File: src/rtl/dma_mem_arbiter.sv
// Merges one-deep DMA request pulses and CPU Wishbone cycles onto a single
// memory port, one transaction in flight. `define ARB_DMA_PRIORITY_EN for fixed DMA priority.
module dma_mem_arbiter #(
  parameter int pADDR_WIDTH     = 32,
  parameter int pDATA_WIDTH     = 32,
  parameter int pMEM_ADDR_WIDTH = 23
) (
  input  logic                       wb_clk_i,
  input  logic                       wb_rst_i,
  input  logic                       wbs_cyc_i,
  input  logic                       wbs_stb_i,
  input  logic                       wbs_we_i,
  input  logic [3:0]                 wbs_sel_i,
  input  logic [pADDR_WIDTH-1:0]     wbs_adr_i,
  input  logic [pDATA_WIDTH-1:0]     wbs_dat_i,
  output logic                       wbs_ack_o,
  output logic [pDATA_WIDTH-1:0]     wbs_dat_o,
  input  logic [pADDR_WIDTH-1:0]     dma_addr,
  input  logic                       dma_rw,
  input  logic                       dma_req_valid,
  input  logic [pDATA_WIDTH-1:0]     dma_wdata,
  output logic                       dma_rsp_valid,
  output logic [pDATA_WIDTH-1:0]     dma_rdata,
  output logic                       dma_overflow,
  output logic                       mem_req_valid,
  input  logic                       mem_req_ready,
  output logic                       mem_we,
  output logic [3:0]                 mem_sel,
  output logic [pMEM_ADDR_WIDTH-1:0] mem_addr,
  output logic [pDATA_WIDTH-1:0]     mem_wdata,
  input  logic                       mem_rsp_valid,
  input  logic [pDATA_WIDTH-1:0]     mem_rdata
);

  localparam logic [1:0] ST_IDLE = 2'd0;
  localparam logic [1:0] ST_REQ  = 2'd1;
  localparam logic [1:0] ST_WAIT = 2'd2;
  localparam logic [1:0] ST_RESP = 2'd3;
  localparam logic OWN_CPU = 1'b0;
  localparam logic OWN_DMA = 1'b1;

  logic [1:0]                 state_q, state_d;
  logic                       owner_q, owner_d;
  logic                       hold_valid_q, hold_valid_d;
  logic [pMEM_ADDR_WIDTH-1:0] hold_addr_q, hold_addr_d;
  logic                       hold_rw_q, hold_rw_d;
  logic [pDATA_WIDTH-1:0]     hold_wdata_q, hold_wdata_d;
  logic                       overflow_q, overflow_d;
  logic                       mem_we_q, mem_we_d;
  logic [3:0]                 mem_sel_q, mem_sel_d;
  logic [pMEM_ADDR_WIDTH-1:0] mem_addr_q, mem_addr_d;
  logic [pDATA_WIDTH-1:0]     mem_wdata_q, mem_wdata_d;
  logic [pDATA_WIDTH-1:0]     wbs_dat_q, wbs_dat_d;
  logic [pDATA_WIDTH-1:0]     dma_rdata_q, dma_rdata_d;

  logic cpu_pending;
  logic grant_valid;
  logic grant_dma;
  logic unused_addr_bits;

  assign cpu_pending      = wbs_cyc_i & wbs_stb_i;
  assign grant_valid      = cpu_pending | hold_valid_q;
  assign unused_addr_bits = ^{wbs_adr_i[pADDR_WIDTH-1:pMEM_ADDR_WIDTH],
                              dma_addr[pADDR_WIDTH-1:pMEM_ADDR_WIDTH]};

`ifdef ARB_DMA_PRIORITY_EN
  assign grant_dma = hold_valid_q;
`else
  logic last_grant_q, last_grant_d;

  // last_grant only moves on a tie, so successive ties alternate winners.
  always_comb begin
    grant_dma    = hold_valid_q;
    last_grant_d = last_grant_q;
    if (cpu_pending && hold_valid_q) begin
      grant_dma = (last_grant_q == OWN_CPU);
      if (state_q == ST_IDLE) last_grant_d = grant_dma ? OWN_DMA : OWN_CPU;
    end
  end

  always_ff @(posedge wb_clk_i) begin
    if (wb_rst_i) last_grant_q <= OWN_CPU;
    else          last_grant_q <= last_grant_d;
  end
`endif

  always_comb begin
    state_d      = state_q;
    owner_d      = owner_q;
    hold_valid_d = hold_valid_q;
    hold_addr_d  = hold_addr_q;
    hold_rw_d    = hold_rw_q;
    hold_wdata_d = hold_wdata_q;
    overflow_d   = overflow_q;
    mem_we_d     = mem_we_q;
    mem_sel_d    = mem_sel_q;
    mem_addr_d   = mem_addr_q;
    mem_wdata_d  = mem_wdata_q;
    wbs_dat_d    = wbs_dat_q;
    dma_rdata_d  = dma_rdata_q;

    if (dma_req_valid) begin
      if (hold_valid_q) begin
        overflow_d = 1'b1;
      end else begin
        hold_valid_d = 1'b1;
        hold_addr_d  = dma_addr[pMEM_ADDR_WIDTH-1:0];
        hold_rw_d    = dma_rw;
        hold_wdata_d = dma_wdata;
      end
    end

    case (state_q)
      ST_IDLE: begin
        if (grant_valid) begin
          state_d = ST_REQ;
          if (grant_dma) begin
            owner_d     = OWN_DMA;
            mem_we_d    = hold_rw_q;
            mem_sel_d   = 4'hF;
            mem_addr_d  = hold_addr_q;
            mem_wdata_d = hold_wdata_q;
          end else begin
            owner_d     = OWN_CPU;
            mem_we_d    = wbs_we_i;
            mem_sel_d   = wbs_sel_i;
            mem_addr_d  = wbs_adr_i[pMEM_ADDR_WIDTH-1:0];
            mem_wdata_d = wbs_dat_i;
          end
        end
      end
      ST_REQ: begin
        if (mem_req_ready) begin
          state_d = ST_WAIT;
          if (owner_q == OWN_DMA) hold_valid_d = 1'b0;
        end
      end
      ST_WAIT: begin
        if (mem_rsp_valid) begin
          state_d = ST_RESP;
          // Write responses leave the previous read data in place.
          if (!mem_we_q) begin
            if (owner_q == OWN_DMA) dma_rdata_d = mem_rdata;
            else                    wbs_dat_d   = mem_rdata;
          end
        end
      end
      ST_RESP: state_d = ST_IDLE;
      default: state_d = ST_IDLE;
    endcase
  end

  always_ff @(posedge wb_clk_i) begin
    if (wb_rst_i) begin
      state_q      <= ST_IDLE;
      owner_q      <= OWN_CPU;
      hold_valid_q <= 1'b0;
      hold_addr_q  <= '0;
      hold_rw_q    <= 1'b0;
      hold_wdata_q <= '0;
      overflow_q   <= 1'b0;
      mem_we_q     <= 1'b0;
      mem_sel_q    <= 4'h0;
      mem_addr_q   <= '0;
      mem_wdata_q  <= '0;
      wbs_dat_q    <= '0;
      dma_rdata_q  <= '0;
    end else begin
      state_q      <= state_d;
      owner_q      <= owner_d;
      hold_valid_q <= hold_valid_d;
      hold_addr_q  <= hold_addr_d;
      hold_rw_q    <= hold_rw_d;
      hold_wdata_q <= hold_wdata_d;
      overflow_q   <= overflow_d;
      mem_we_q     <= mem_we_d;
      mem_sel_q    <= mem_sel_d;
      mem_addr_q   <= mem_addr_d;
      mem_wdata_q  <= mem_wdata_d;
      wbs_dat_q    <= wbs_dat_d;
      dma_rdata_q  <= dma_rdata_d;
    end
  end

  // Handshake: mem_req_valid holds with stable fields until mem_req_ready is seen high on a rising edge.
  assign mem_req_valid = (state_q == ST_REQ);
  assign mem_we        = mem_we_q;
  assign mem_sel       = mem_sel_q;
  assign mem_addr      = mem_addr_q;
  assign mem_wdata     = mem_wdata_q;
  assign wbs_ack_o     = (state_q == ST_RESP) && (owner_q == OWN_CPU);
  assign wbs_dat_o     = wbs_dat_q;
  assign dma_rsp_valid = (state_q == ST_RESP) && (owner_q == OWN_DMA);
  assign dma_rdata     = dma_rdata_q;
  assign dma_overflow  = overflow_q;

endmodule

File: config.mk
export PLATFORM = sky130hd
export DESIGN_NAME = dma_mem_arbiter
export DESIGN_NICKNAME = d
export VERILOG_FILES = /design/src/rtl/dma_mem_arbiter.sv
export SDC_FILE = /design/constraint.sdc
export NUM_CORES = 1
export LEC_CHECK = 0
export ABC_AREA = 1
export CORE_ASPECT_RATIO = 0.9
export CORE_UTILIZATION = 44
export DETAILED_ROUTE_END_ITERATION = 10
export PLACE_DENSITY_LB_ADDON = 0.12
export SETUP_SLACK_MARGIN = 0.02
export SLEW_MARGIN = 20
export SYNTH_ARGS = -nofsm -noshare
export SYNTH_HDL_FRONTEND = slang
export SYNTH_SLANG_ARGS = --single-unit
File: constraint.sdc
create_clock -name wb_clk_i -period 1.5 [get_ports wb_clk_i]
set_input_delay 0.375 -clock wb_clk_i [delete_from_list [all_inputs] [get_ports wb_clk_i]]
set_output_delay 0.375 -clock wb_clk_i [all_outputs]
set_load 0.1 [all_outputs]
---- After elaboration in Yosys (flattened, before gate mapping) ----
Index checks and enable logic that the tools add are counted.
word-level totals
  word-level logic and storage cells ...... 52
  flip-flop bits (word level) ............. 186
operators by class
  equal/unequal tests ..................... 6
  multiplexer cells ....................... 15
  reductions and logical operators ........ 11
  bitwise gates (word level) .............. 6
operators by type and width
  cell                  number
  $mux W32              1
  $mux W23              1
  $mux W1               8
  $pmux W2 S4           1
  $reduce_and A2 Y1     4
  $reduce_and A4 Y1     2
  $mux W2               3
  $eq A2 B2 Y1 const B  2
  $mux W4               1
  $ne A2 B2 Y1 const B  2
  $not A1 Y1            4
  $logic_and A1 B1 Y1   3
  $reduce_and A3 Y1     1
  $eq A2 B1 Y1 const B  1
  $logic_not A2 Y1      1
  $ne A2 B1 Y1 const B  1
  $and A1 B1 Y1         1
  $or A1 B1 Y1          1

---- Longest topological paths before layout ----
  depth after elaboration ................. 4
  depth in mapped cells ................... 8

---- Worst setup path before layout ----
Ideal clock, no wire load.
  path kind ............................... register -> output
  from .................................... register state_q[0]
  to ...................................... output port wbs_ack_o
  setup slack ............................. -0.687 ns
  buffers on the path ..................... 0
  arrival time ............................ 1.812 ns
  cell stages (with the launch flop) ...... 4
  path through ............................ dfxtp_1 ha_1 inv_1 nor2_1
on the way
  cells in the longest elaborated chain, start to end .. 2
RTL lines
  what                    RTL line  RTL
  from (decl)             42        logic [1:0] state_q, state_d;
  from (signal assigned)  169       state_q <= state_d;
  $eq A2 B2 Y1            191       assign wbs_ack_o = (state_q == ST_RESP) && (owner_q == OWN_CPU);
  $logic_and A1 B1 Y1     191
  to (decl)               16        output logic wbs_ack_o,
Every way passes these cells.

---- Worst setup path after layout ----
  from .................................... register state_q[0]
  to ...................................... output port dma_rsp_valid
on the way
  cells in the longest elaborated chain, start to end .. 2
RTL lines
  what                 RTL line  RTL
  $eq A2 B2 Y1         193       assign dma_rsp_valid = (state_q == ST_RESP) && (owner_q == OWN_DMA);
  $logic_and A1 B1 Y1  193
  to (decl)            22        output logic dma_rsp_valid,
Every way passes these cells.

==> results.yml <==
sta:
  finalSetupViolations: 3
  skew_ps: 9.06
  slew_violations: 0
  fin_ws_ps: -173
  fmax_mhz: 598
  tightest_slew_ps: 456
  hold_violations: 0
  fin_setup_tns_ps: -469
  fin_crit_ps: 1670
  rsz0062_at_grt: "yes"
  finalCritPeriodShare_pct: 112
  slew_headroom_pct: 69.6
yosys:
  netlist.top_cell.by_area: "dfxtp_1"
  synth_area_leaders: "dfxtp_1 (48%), nor2_1 (12%), nand3_1 (7.6%)"
  syn-instance-count: 1091
  synth-seq-area-share_pct: 48.0
  syn_area_um2: 7750
  yosysWarnings: 0
  synth.top_cell.area_share_pct: 48.0
  ys_ff_latch: 186
  syn_avg_cell_area_um2: 7.10
  ys_types: 23
  synth_fp_nets: 1269
placement:
  port_buffers: 282
  dpl_cell_area_um2: 12200
  gp_congestion: 0.804
  dp_hpwl_mm: 16.2
  placed_cells: 1564
floorplan:
  die_w_um: 142
  core-area_um2: 17100
  die_area_um2: 18200
  io_pins: 301
  initial_core_util_pct: 45.4
  rows: 45
  die_h_um: 128
setup_path:
  slowest_delay_ps: 360
  worst_r2r_path_depth: 9
  critPathBufInv: 2
  critPathTopFamily: "flip-flops"
  rrSetupSlack_ps: 40
  path_class: "reg2out"
  worstPathRequired_ps: 1120
  crit_end: "dma_rsp_valid"
  crit_chain: "ha_4 -> nand2_4 -> clkinvlp_4 -> buf_12"
  path_depth: 4
  r2r_start: "state_q[1]"
  cp_data_arrival_time_ps: 1300
  crit_slowest_cell: "dfxtp_4"
  worstSetupStartpoint: "state_q[0]"
  end_kind: "output pin"
  crit_path_max_fanout: 3
  startpoint_type: "flip-flop"
  timing.rr.end: "mem_addr[12]"
grt:
  grt_pass1_wl_mm: 37.4
  grt_max_degree: 39
  grt_pass1_vias: 7331
  grt_usage_pct: 26.7
  antenna_found_initial: 2
  grt_overflow: 0
route:
  drc: 0
  drtAntennaViolNets: 0
  vias_per_cell: 4.94
  vias: 7915
  drtIter0Drc: 556
  wirelength_mm: 24.1
  wl_per_cell_um: 15.1
  dr.pass1.iters: 6
cts:
  cts_made_buffers: 17
  h-tree-depth: 4
  cts_max_path_buffers: 2
  cts_root_buffer: "clkbuf_16"
  cts_sinks: 186
  clk_latency_ps: 430
  cts_tree: "built"
  postCtsHoldBufs: 0
  path_clk_slew_ps: 70
run:
  maxCapViolCount: 0
power_and_ir_drop:
  irDropWorstVdd_uv: 1450
  power_leakage_nw: 5.52
  power.total_mw: 22.7
  power_density_nw_per_um2: 1760
cells_and_area:
  final_nets: 1530
  layout_commonest_cell: "nor2_1"
  design_area_um2: 12900
  layout_common_cells: "nor2_1 (254), dfxtp_1 (181), clkdlybuf4s50_1 (153)"
  instances_no_fill: 1601
  areaGrowthSynthToFinish_pct: 66.5
  drive_gt1_share_pct: 16.3
status:
  outcome: "complete, but fails checks"
  violations: "negative setup slack"
min_path:
  hp-class: "in2reg"
[through the flow]
step	setup WS [ps]	util, %	hold WS (ps)
3_3_place_gp	-295	71.4	463
3_5_place_dp	-319	71.4	472
6_report	-173	75.7	455
5_1_grt	-215	75.7	441
2_1_floorplan	-217	-	456
4_1_cts	-186	75.2	437
[Yosys cell counts]
cell type and instances:
dfxtp_1 186, inv_2 5, nand2_2 2, nor2_2 1
buf_6 13, ha_1 5, clkbuf_1 22, o21ai_0 113
inv_4 1, inv_1 125, nand3_1 117, clkbuf_2 3
a21oi_1 60, nor2_1 255, nand2_1 128, buf_2 22
nand3_2 2, buf_4 11, buf_1 5, a31oi_1 1
a21oi_4 1, o21ai_1 12, nor3_1 1
[layout make-up]
cell class / instances / area [um^2]
timing repair buffer: 318 / 4630
fill: 1247 / 4150
sequential: 186 / 3730
inverter: 131 / 499
multi-input combinational: 698 / 3140
antenna: 2 / 5.00
clock inverter: 12 / 163
clock buffer: 19 / 443
tap: 235 / 294
[routing by layer]
metal	wire length, um	track usage, %	up-vias
li1	-	-	3941
met1	9980	32.6	3653
met2	11700	44.7	286
met3	1900	7.43	35
met4	560	10.1	0
met5	0	0	-
[power by group]
group / total [mW] / internal [mW] / switching, mW
Sequential: 6.58 / 5.78 / 0.799
Clock: 4.65 / 2.68 / 1.97
Combinational: 11.4 / 4.21 / 7.23
Total: 22.7 / 12.7 / 9.99
[worst register-to-register path, cell delays in order, from the launching register on]
cell	delay, ps
dfxtp_4	360
inv_2	130
ha_4	170
inv_2	50
a21oi_4	130
buf_12	150
buf_12	160
nand3_1	120
nand2_1	70
inv_1	30
[state kept, by name, indices dropped and copies added, names as in the netlist]
signal        count
hold_addr_q      23
hold_wdata_q     32
wbs_dat_o        32
hold_valid_q      1
state_q           2
last_grant_q      1
hold_rw_q         1
owner_q           1
dma_rdata        32
dma_overflow      1
mem_sel           4
mem_wdata        32
mem_addr         23
mem_we            1
[cells by family (layout without fill, tap and decap cells)]
| family | after synthesis | in the layout | synth area share, % |
|---|---|---|---|
| DFF | 186 | 186 | 48.0 |
| adders and majority gates | 5 | 5 | 0.807 |
| AOI/OAI and AO/OA | 187 | 187 | 12.2 |
| and+or+nand+nor | 506 | 506 | 26.7 |
| other | 0 | 2 | 0 |
| buffers and inverters | 207 | 480 | 12.3 |
[what timing repair did]
action                     in CTS  in global routing
pin swaps                       2                  4
resized for setup              13                  7
gates cloned                    1                  1
setup endpoints to repair       4                115
setup buffers                   0                  2
[how the worst min path moves through the flow]
stage / from / end / slack [ps] / depth (start not counted)
final: wb_rst_i / dma_overflow / 450 / 3
after global routing: wb_rst_i / dma_overflow / 440 / 3
after CTS: wb_rst_i / dma_overflow / 440 / 3
after detailed placement: hold_wdata_q[2] / hold_wdata_q[2] / 470 / 2
after global placement: hold_wdata_q[22] / hold_wdata_q[22] / 460 / 2
after floorplan: hold_addr_q[0] / hold_addr_q[0] / 460 / 2
Note: power is estimated with default switching activity, not from simulation.
